File: config.mk
export PLATFORM = sky130hd
export DESIGN_NAME = ram_write_arbiter
export DESIGN_NICKNAME = d
export VERILOG_FILES = /design/src/rtl/ram_write_arbiter.sv
export SDC_FILE = /design/constraint.sdc
export NUM_CORES = 1
export LEC_CHECK = 0
export ABC_AREA = 1
export BUFFER_PORTS_ARGS = -buffer_cell sky130_fd_sc_hd__buf_2
export CAP_MARGIN = 20
export CORE_AREA = 2 2 125 127
export DETAILED_ROUTE_END_ITERATION = 7
export DIE_AREA = 0 0 127 129
export PLACE_DENSITY_LB_ADDON = 0.2
export SYNTH_ARGS = -nofsm -noshare
export SYNTH_HDL_FRONTEND = slang
export SYNTH_HIERARCHICAL = 1
export SYNTH_SLANG_ARGS = --single-unit
File: constraint.sdc
create_clock -name clk -period 4.33 [get_ports clk]
set_clock_uncertainty 0.05 [all_clocks]
set_input_delay 0.866 -clock clk [delete_from_list [all_inputs] [get_ports clk]]
set_output_delay 0.866 -clock clk [all_outputs]
set_load 0.05 [all_outputs]
File: src/rtl/ram_write_arbiter.sv
// Round-robin arbiter and fill sequencer for the single write port of a
// 2**AW x DW RAM. One registered write per cycle; a fill sweep preempts arbitration.

module ram_write_arbiter_lane #(
  parameter int AW = 6,
  parameter int DW = 16
) (
  input  logic          gnt,
  input  logic [AW-1:0] addr,
  input  logic [DW-1:0] data,
  output logic [AW-1:0] addr_m,
  output logic [DW-1:0] data_m
);
  // Lanes contribute only while granted so the top can OR-reduce them.
  assign addr_m = gnt ? addr : '0;
  assign data_m = gnt ? data : '0;
endmodule

module ram_write_arbiter #(
  parameter int NREQ = 4,
  parameter int AW   = 6,
  parameter int DW   = 16,
  localparam int IW  = $clog2(NREQ)
) (
  input  logic                 clk,
  input  logic                 rst_n,
  input  logic                 init_start,
  input  logic [DW-1:0]        init_data,
  output logic                 init_busy,
  output logic                 init_done,
  input  logic [NREQ-1:0]      req_valid,
  input  logic [NREQ*AW-1:0]   req_addr,
  input  logic [NREQ*DW-1:0]   req_data,
  output logic [NREQ-1:0]      req_ready,
  output logic [IW-1:0]        grant_id,
  output logic                 ram_we,
  output logic [AW-1:0]        ram_wa,
  output logic [DW-1:0]        ram_di
);

  typedef enum logic [0:0] {IDLE, INIT} state_t;

  state_t                    state;
  logic [IW-1:0]             rr_ptr;
  logic [AW-1:0]             fill_cnt;
  logic [DW-1:0]             fill_val;

  logic [NREQ-1:0]           gnt_oh;
  logic [IW-1:0]             gnt_idx;
  logic                      gnt_any;
  logic [IW:0]               scan;
  logic                      arb_en;
  logic [NREQ-1:0][AW-1:0]   lane_addr;
  logic [NREQ-1:0][DW-1:0]   lane_data;
  logic [AW-1:0]             sel_addr;
  logic [DW-1:0]             sel_data;
  logic [IW-1:0]             ptr_nxt;

  assign arb_en = rst_n && (state == IDLE) && !init_start;

  // Rotating search: first valid requester at or after rr_ptr, wrapping mod NREQ.
  always_comb begin
    gnt_any = 1'b0;
    gnt_idx = '0;
    scan    = '0;
    for (int k = 0; k < NREQ; k++) begin
      scan = {1'b0, rr_ptr} + (IW+1)'(k);
      if (scan >= (IW+1)'(NREQ)) scan = scan - (IW+1)'(NREQ);
      if (!gnt_any && req_valid[scan[IW-1:0]]) begin
        gnt_any = 1'b1;
        gnt_idx = scan[IW-1:0];
      end
    end
  end

  always_comb begin
    gnt_oh = '0;
    if (arb_en && gnt_any) gnt_oh[gnt_idx] = 1'b1;
  end

  assign req_ready = gnt_oh;
  assign ptr_nxt   = (gnt_idx == IW'(NREQ-1)) ? '0 : gnt_idx + IW'(1);

  for (genvar gi = 0; gi < NREQ; gi++) begin : g_lane
    ram_write_arbiter_lane #(.AW(AW), .DW(DW)) u_lane (
      .gnt    (gnt_oh[gi]),
      .addr   (req_addr[gi*AW +: AW]),
      .data   (req_data[gi*DW +: DW]),
      .addr_m (lane_addr[gi]),
      .data_m (lane_data[gi])
    );
  end

  always_comb begin
    sel_addr = '0;
    sel_data = '0;
    for (int i = 0; i < NREQ; i++) begin
      sel_addr = sel_addr | lane_addr[i];
      sel_data = sel_data | lane_data[i];
    end
  end

  always_ff @(posedge clk or negedge rst_n) begin
    if (!rst_n) begin
      state     <= IDLE;
      rr_ptr    <= '0;
      fill_cnt  <= '0;
      fill_val  <= '0;
      ram_we    <= 1'b0;
      ram_wa    <= '0;
      ram_di    <= '0;
      grant_id  <= '0;
      init_busy <= 1'b0;
      init_done <= 1'b0;
    end else begin
      case (state)
        IDLE: begin
          init_done <= 1'b0;
          if (init_start) begin
            ram_we    <= 1'b0;
            fill_val  <= init_data;
            fill_cnt  <= '0;
            init_busy <= 1'b1;
            state     <= INIT;
          end else if (gnt_any) begin
            ram_we    <= 1'b1;
            ram_wa    <= sel_addr;
            ram_di    <= sel_data;
            grant_id  <= gnt_idx;
            rr_ptr    <= ptr_nxt;
          end else begin
            ram_we    <= 1'b0;
          end
        end
        INIT: begin
          ram_we   <= 1'b1;
          ram_wa   <= fill_cnt;
          ram_di   <= fill_val;
          fill_cnt <= fill_cnt + AW'(1);
          // Last address issued: done pulse lines up with the final write.
          if (fill_cnt == '1) begin
            state     <= IDLE;
            init_busy <= 1'b0;
            init_done <= 1'b1;
          end
        end
        default: state <= IDLE;
      endcase
    end
  end

endmodule

==> flow_metrics.tcl, run 1 <==
set metrics [dict create \
    cts_tree "done" \
    synth_top_area_share_pct 35.4 \
    cts_buffers 5 \
    die-area_um2 16400 \
    setup.worst_path.end_class "primary output" \
    dr.pass1.iters 5 \
    status "finished, final reports clean" \
    io_pins 142 \
    clock_sinks 52 \
    postCtsResizedCells 0 \
    start_kind "flip-flop" \
    fin_tns_setup_ns 0 \
    finalHoldViolations 0 \
    final_util_pct 31.2 \
    drc 0 \
    synth.top_cells.by_area "dfrtp_1 35%, nand2_1 22%, inv_1 12%, nand3_1 5.3%, buf_6 3.7%" \
    worstPathArrival_ns 2.79 \
    antenna_found_initial 0 \
    start_util_pct 24.5 \
    via_count 3722 \
    min_period_ns 3.70 \
    fin_crit_sh_pct 85.5 \
    grt_usage_pct 14.3 \
    yosysWarningCount 6 \
    yosysTopAreaCell "dfrtp_1" \
    postSynthAreaPerCell_um2 6.68 \
    dp_hpwl_um 9020 \
    slowest_delay_ns 0.55 \
    slowest_stage "dfrtp_1" \
    cp_common_cell "inv_1" \
    root_buffer "clkbuf_16" \
    fmax_mhz 270 \
    p_per_area_nw_per_um2 591 \
    core_area_um2 15000 \
    multi_input_area_um2 1740 \
    synth_cell_types 26 \
    relSlewSlack_pct 54.3 \
    synth_seq_cells 52 \
    worst_slew_pin_slew_ns 0.686 \
    cts_setup_buffers 0 \
    finalMaxSlewViolations 0 \
    clockBufferDepth 2 \
    finish.instance_area_um2 4680 \
    dpl_cell_area_um2 4510 \
    rsz0062_at_grt "false" \
    cts_hold_buf 0 \
    syn-num-nets 666 \
    setup_slack_ns 0.628 \
    maxCapViolCount 0 \
    hold_path.class "flip-flop to flip-flop" \
    worstPathMaxFanout 13 \
    detail-route-antenna-nets 0 \
    dieWidth_um 127 \
    overflow 0 \
    grt_max_degree 53 \
    finalPower_mw 2.77 \
    num-nets-final 804 \
    cts.reportedPaths.clkPinSlew_ns 0.07 \
    gp_congestion 0.879 \
    setup_viol 0 \
    path_cells "inv_1, nand2_1, nand3_1, nand2_2, inv_1, nand3_1, nand3_1, inv_1, ha_1, inv_1, nor2_2, buf_4, buf_2" \
    place_ws_ns 0.731 \
    synth_cells 550 \
    grt_pass1_wl_um 18900 \
    die_h_um 129 \
    synth-seq-area-share_pct 35.4 \
    power_leakage_nw 3.24 \
    wl_per_cell_um 13.3 \
    syn_to_final_growth_pct 27.4 \
    antenna_cells 0 \
    grt_pass1_vias 3839 \
    layout-drive-gt1-share_pct 29.0 \
    worst_ep_required_time_ns 3.41 \
    ff_latch_area_um2 1300 \
    drtIter0Drc 148 \
    rows 45 \
    numPortBuffers 141 \
    wl_um 11700 \
    synth_area_um2 3670 \
    vdd_drop_max_v 0.000190 \
    path_class "flip-flop to primary output" \
    nFillCells 1675 \
    avgViaCountPerCell 4.24 \
    htree_levels 2 \
    clk_latency_ns 0.29 \
]
[critical path: cells and delay by family, from the launching register on]
family        cells  cell delay (ns)
buf+inv           6             0.96
simple gates      6             0.82
flops             1             0.55
fa+ha+maj         1             0.15
[state kept, by name, indices dropped and copies added, names as in the netlist]
| register | flops |
|---|---|
| fill_val | 16 |
| ram_di | 16 |
| ram_wa | 6 |
| ram_we | 1 |
| init_busy | 1 |
| fill_cnt | 6 |
| init_done | 1 |
| state | 1 |
| rr_ptr | 2 |
| grant_id | 2 |
[layout by cell type (no fill, tap or decap)]
cell         n
nand2_1    220
buf_2      141
inv_1      115
dfrtp_1     52
nand3_1     39
o21ai_0     16
or4_1       15
nand2_2     14
nor2_1      14
buf_4       11
nand3_2      9
nor3_1       7
nand2_4      6
nor2_2       5
ha_1         5
clkbuf_16    5
nand4_1      2
o21ai_2      2
inv_2        1
nor2_8       1
nand3_4      1
inv_4        1
nand2_8      1
clkinv_1     1
a22oi_1      1
a31oi_1      1
inv_6        1
bufinv_16    1
clkbuf_1     1
[cell type report]
class / count / share of cell area (%)
Tap cell: 188 / 5.03
Timing Repair Buffer: 152 / 16.8
Clock inverter: 2 / 0.829
Inverter: 118 / 9.52
Clock buffer: 6 / 2.75
Multi-Input combinational cell: 359 / 37.2
Sequential cell: 52 / 27.8
[power by group]
group | internal, mW | switching, mW | total, mW | leakage [nW]
registers | 0.708 | 0.148 | 0.856 | 0.632
clock network | 0.276 | 0.187 | 0.463 | 0.0815
logic | 0.412 | 1.04 | 1.45 | 2.52
[worst paths after layout]
check | startpoint | endpoint | slack, ns | depth (start not counted)
min reg2reg | fill_val[2] | fill_val[2] | 0.42 | 2
max in group asynchronous | rst_n | fill_val[12] | 2.96 | 2
max | rr_ptr[0] | req_ready[1] | 0.63 | 13
min in group asynchronous | rst_n | fill_cnt[4] | 0.81 | 2
max reg2reg | rr_ptr[0] | ram_wa[5] | 1.15 | 18
min | fill_val[2] | fill_val[2] | 0.42 | 2
[layer usage]
metal	vias to the layer above	global-route usage, %	wire length [um]
met1	1651	18.6	5370
met3	16	2.45	685
li1	1913	-	-
met5	-	0	0
met4	0	3.56	213
met2	142	25.0	5410
[through the flow]
stage / hold slack, ns / std cells
detailed placement: 0.404 / 869
global placement: 0.400 / 869
floorplan: 0.387 / 550
finish: 0.417 / 877
global route: 0.441 / 877
CTS: 0.422 / 877
[kinds of logic (layout without fill, tap and decap cells)]
family	count (synthesis)	count (layout)	share of synthesized area, %
and+or+nand+nor	334	334	42.7
buffers and inverters	139	278	17.2
DFF	52	52	35.4
AOI/OAI and AO/OA	20	20	3.03
adders and majority gates	5	5	1.70
[synth_stat cells, drive strengths merged]
cell,count
or4,15
clkbuf,8
ha,5
nor2,20
nand2,241
nand4,2
inv,117
nor3,7
a22oi,1
dfrtp,52
a31oi,1
buf,13
o21ai,18
clkinv,1
nand3,49
No activity file was read; power rests on OpenSTA's default activity.
==> inputs of run 2 (changes only) <==
- CELL_PAD_IN_SITES_DETAIL_PLACEMENT: not set -> 1
- CELL_PAD_IN_SITES_GLOBAL_PLACEMENT: not set -> 1
==> run 2 against run 1 <==
Against the previous run: combinational power about the same; wire length rose by 5.0%; worst setup slack lost 0.022 ns; first-iteration DRC count is 40% lower; final area fell by 0.45%; power fell by 1.8%; global-route usage grew 1.2 points; critical path depth is 2 higher; highest routed layer unchanged.
==> flow_metrics.tcl, run 2 (synthesized netlist as in run 1, its figures left out) <==
set metrics [dict create \
    core_area_um2 15000 \
    clock_sinks 52 \
    grt_max_degree 52 \
    min_period_ns 3.72 \
    cts_hold_buf 0 \
    start_kind "flip-flop" \
    start_util_pct 24.5 \
    grt_pass1_wl_um 20400 \
    wl_met2_um 6020 \
    numPortBuffers 141 \
    grt_usage_pct 15.5 \
    finalMaxSlewViolations 0 \
    fmax_mhz 269 \
    setup_viol 0 \
    layout.cells.non_filler 877 \
    cts_tree "done" \
    clockBufferDepth 2 \
    die-area_um2 16400 \
    multi_input_area_um2 1740 \
    postCtsResizedCells 0 \
    layout_common_cells "220 x nand2_1, 141 x buf_2, 115 x inv_1" \
    layout-drive-gt1-share_pct 28.9 \
    die_h_um 129 \
    antenna_found_initial 0 \
    post-place-cells 869 \
    setup_slack_ns 0.606 \
    avgViaCountPerCell 4.27 \
    status "finished, final reports clean" \
    reg2reg_from "rr_ptr[0]" \
    num-nets-final 804 \
    rr_worst_depth 18 \
    worst_slew_pin_slew_ns 0.674 \
    startpoint "rr_ptr[0]" \
    cts_buffers 5 \
    timing.rr.end "ram_wa[5]" \
    dr.pass1.iters 4 \
    wl_per_cell_um 14.0 \
    clk_latency_ns 0.29 \
    fin_crit_sh_pct 86.0 \
    path_class "flip-flop to primary output" \
    rows 45 \
    layout.cells.most_common "nand2_1" \
    vdd_drop_max_v 0.000179 \
    antenna_cells 0 \
    rsz0062_at_grt "false" \
    top_regs "fill_val: 16 flops, ram_di: 16 flops" \
    worstPathArrival_ns 2.81 \
    via_count 3747 \
    finalHoldViolations 0 \
    place_ws_ns 0.668 \
    htree_levels 2 \
    grt_pass1_vias 4058 \
    setup.worst_path.end_class "primary output" \
    io_pins 142 \
    maxCapViolCount 0 \
    worstPathMaxFanout 12 \
    finalPower_mw 2.72 \
    wl_um 12300 \
    drc 0 \
    highest_layer "met4" \
    hold_path.class "input pin to asynchronous set/reset pin" \
    p_per_area_nw_per_um2 583 \
    cts_setup_buffers 0 \
    met3_wirelength_um 637 \
    endpoint "req_ready[2]" \
    overflow 0 \
    dp_hpwl_um 9840 \
    rrSetupSlack_ns 1.10 \
    drtIter0Drc 89 \
    detail-route-antenna-nets 0 \
    nFillCells 1964 \
    worst_ep_required_time_ns 3.41 \
    power_leakage_nw 3.23 \
    gp_congestion 0.773 \
    ff_latch_area_um2 1300 \
    syn_to_final_growth_pct 26.8 \
    dieWidth_um 127 \
    fin_tns_setup_ns 0 \
    relSlewSlack_pct 55.0 \
    wl_met1_um 5420 \
    root_buffer "clkbuf_16" \
    cts.reportedPaths.clkPinSlew_ns 0.07 \
]
-- run 2: cell count changes in the layout (fill, tap and decap cells not counted), sizes merged --
cell and delta:
inv -1, bufinv -1, clkbuf +2
-- run 2: final cells by class --
| cell class | count | area share (%) |
|---|---|---|
| multi-input cells | 359 | 37.4 |
| flip-flops and latches | 52 | 27.9 |
| repair buffers | 152 | 16.9 |
| inverters | 118 | 9.56 |
| well taps | 188 | 5.05 |
| clock buffers | 8 | 3.14 |
-- run 2: worst min path at each step --
stage                      startpoint          end  slack [ns]  cells past startpoint
after floorplan           fill_val[0]  fill_val[0]        0.39                      2
after global placement    fill_val[5]  fill_val[5]        0.40                      2
after detailed placement  fill_val[6]  fill_val[6]        0.41                      2
after CTS                       rst_n       ram_we        0.36                      1
after global routing            rst_n       ram_we        0.35                      1
final                           rst_n       ram_we        0.36                      1
-- run 2: metal layers --
| layer | vias to the layer above | global-route usage (%) |
|---|---|---|
| met1 | 1746 | 18.8 |
| met3 | 10 | 3.62 |
| met5 | - | 0 |
| met2 | 83 | 28.1 |
| met4 | 0 | 3.36 |
| li1 | 1908 | - |
-- run 2: stage by stage --
| step | hold slack, ns | utilization (%) | instance area [um2] |
|---|---|---|---|
| after detailed placement | 0.409 | 30.1 | 4510 |
| after global placement | 0.401 | 30.1 | 4510 |
| after floorplan | 0.387 | - | 3670 |
| after CTS | 0.362 | 31.1 | 4660 |
| after global routing | 0.354 | 31.1 | 4660 |
| final | 0.361 | 31.1 | 4660 |
-- run 2: where the power goes --
part / switching (mW) / internal, mW / total [mW]
Combinational: 1.04 / 0.409 / 1.45
Sequential: 0.153 / 0.709 / 0.862
Clock: 0.173 / 0.231 / 0.404
-- run 2: critical path, cell delays in order, from the launching register on --
cell and delay [ns]:
dfrtp_1 0.56, inv_1 0.23, nand2_1 0.12, nand2_2 0.10, nand2_4 0.10, nand2_4 0.06
nor2_8 0.11, nand3_1 0.09, nand3_1 0.11, nand2_1 0.15, inv_1 0.11, ha_1 0.14
inv_1 0.04, nor2_2 0.11, buf_4 0.20, buf_2 0.29
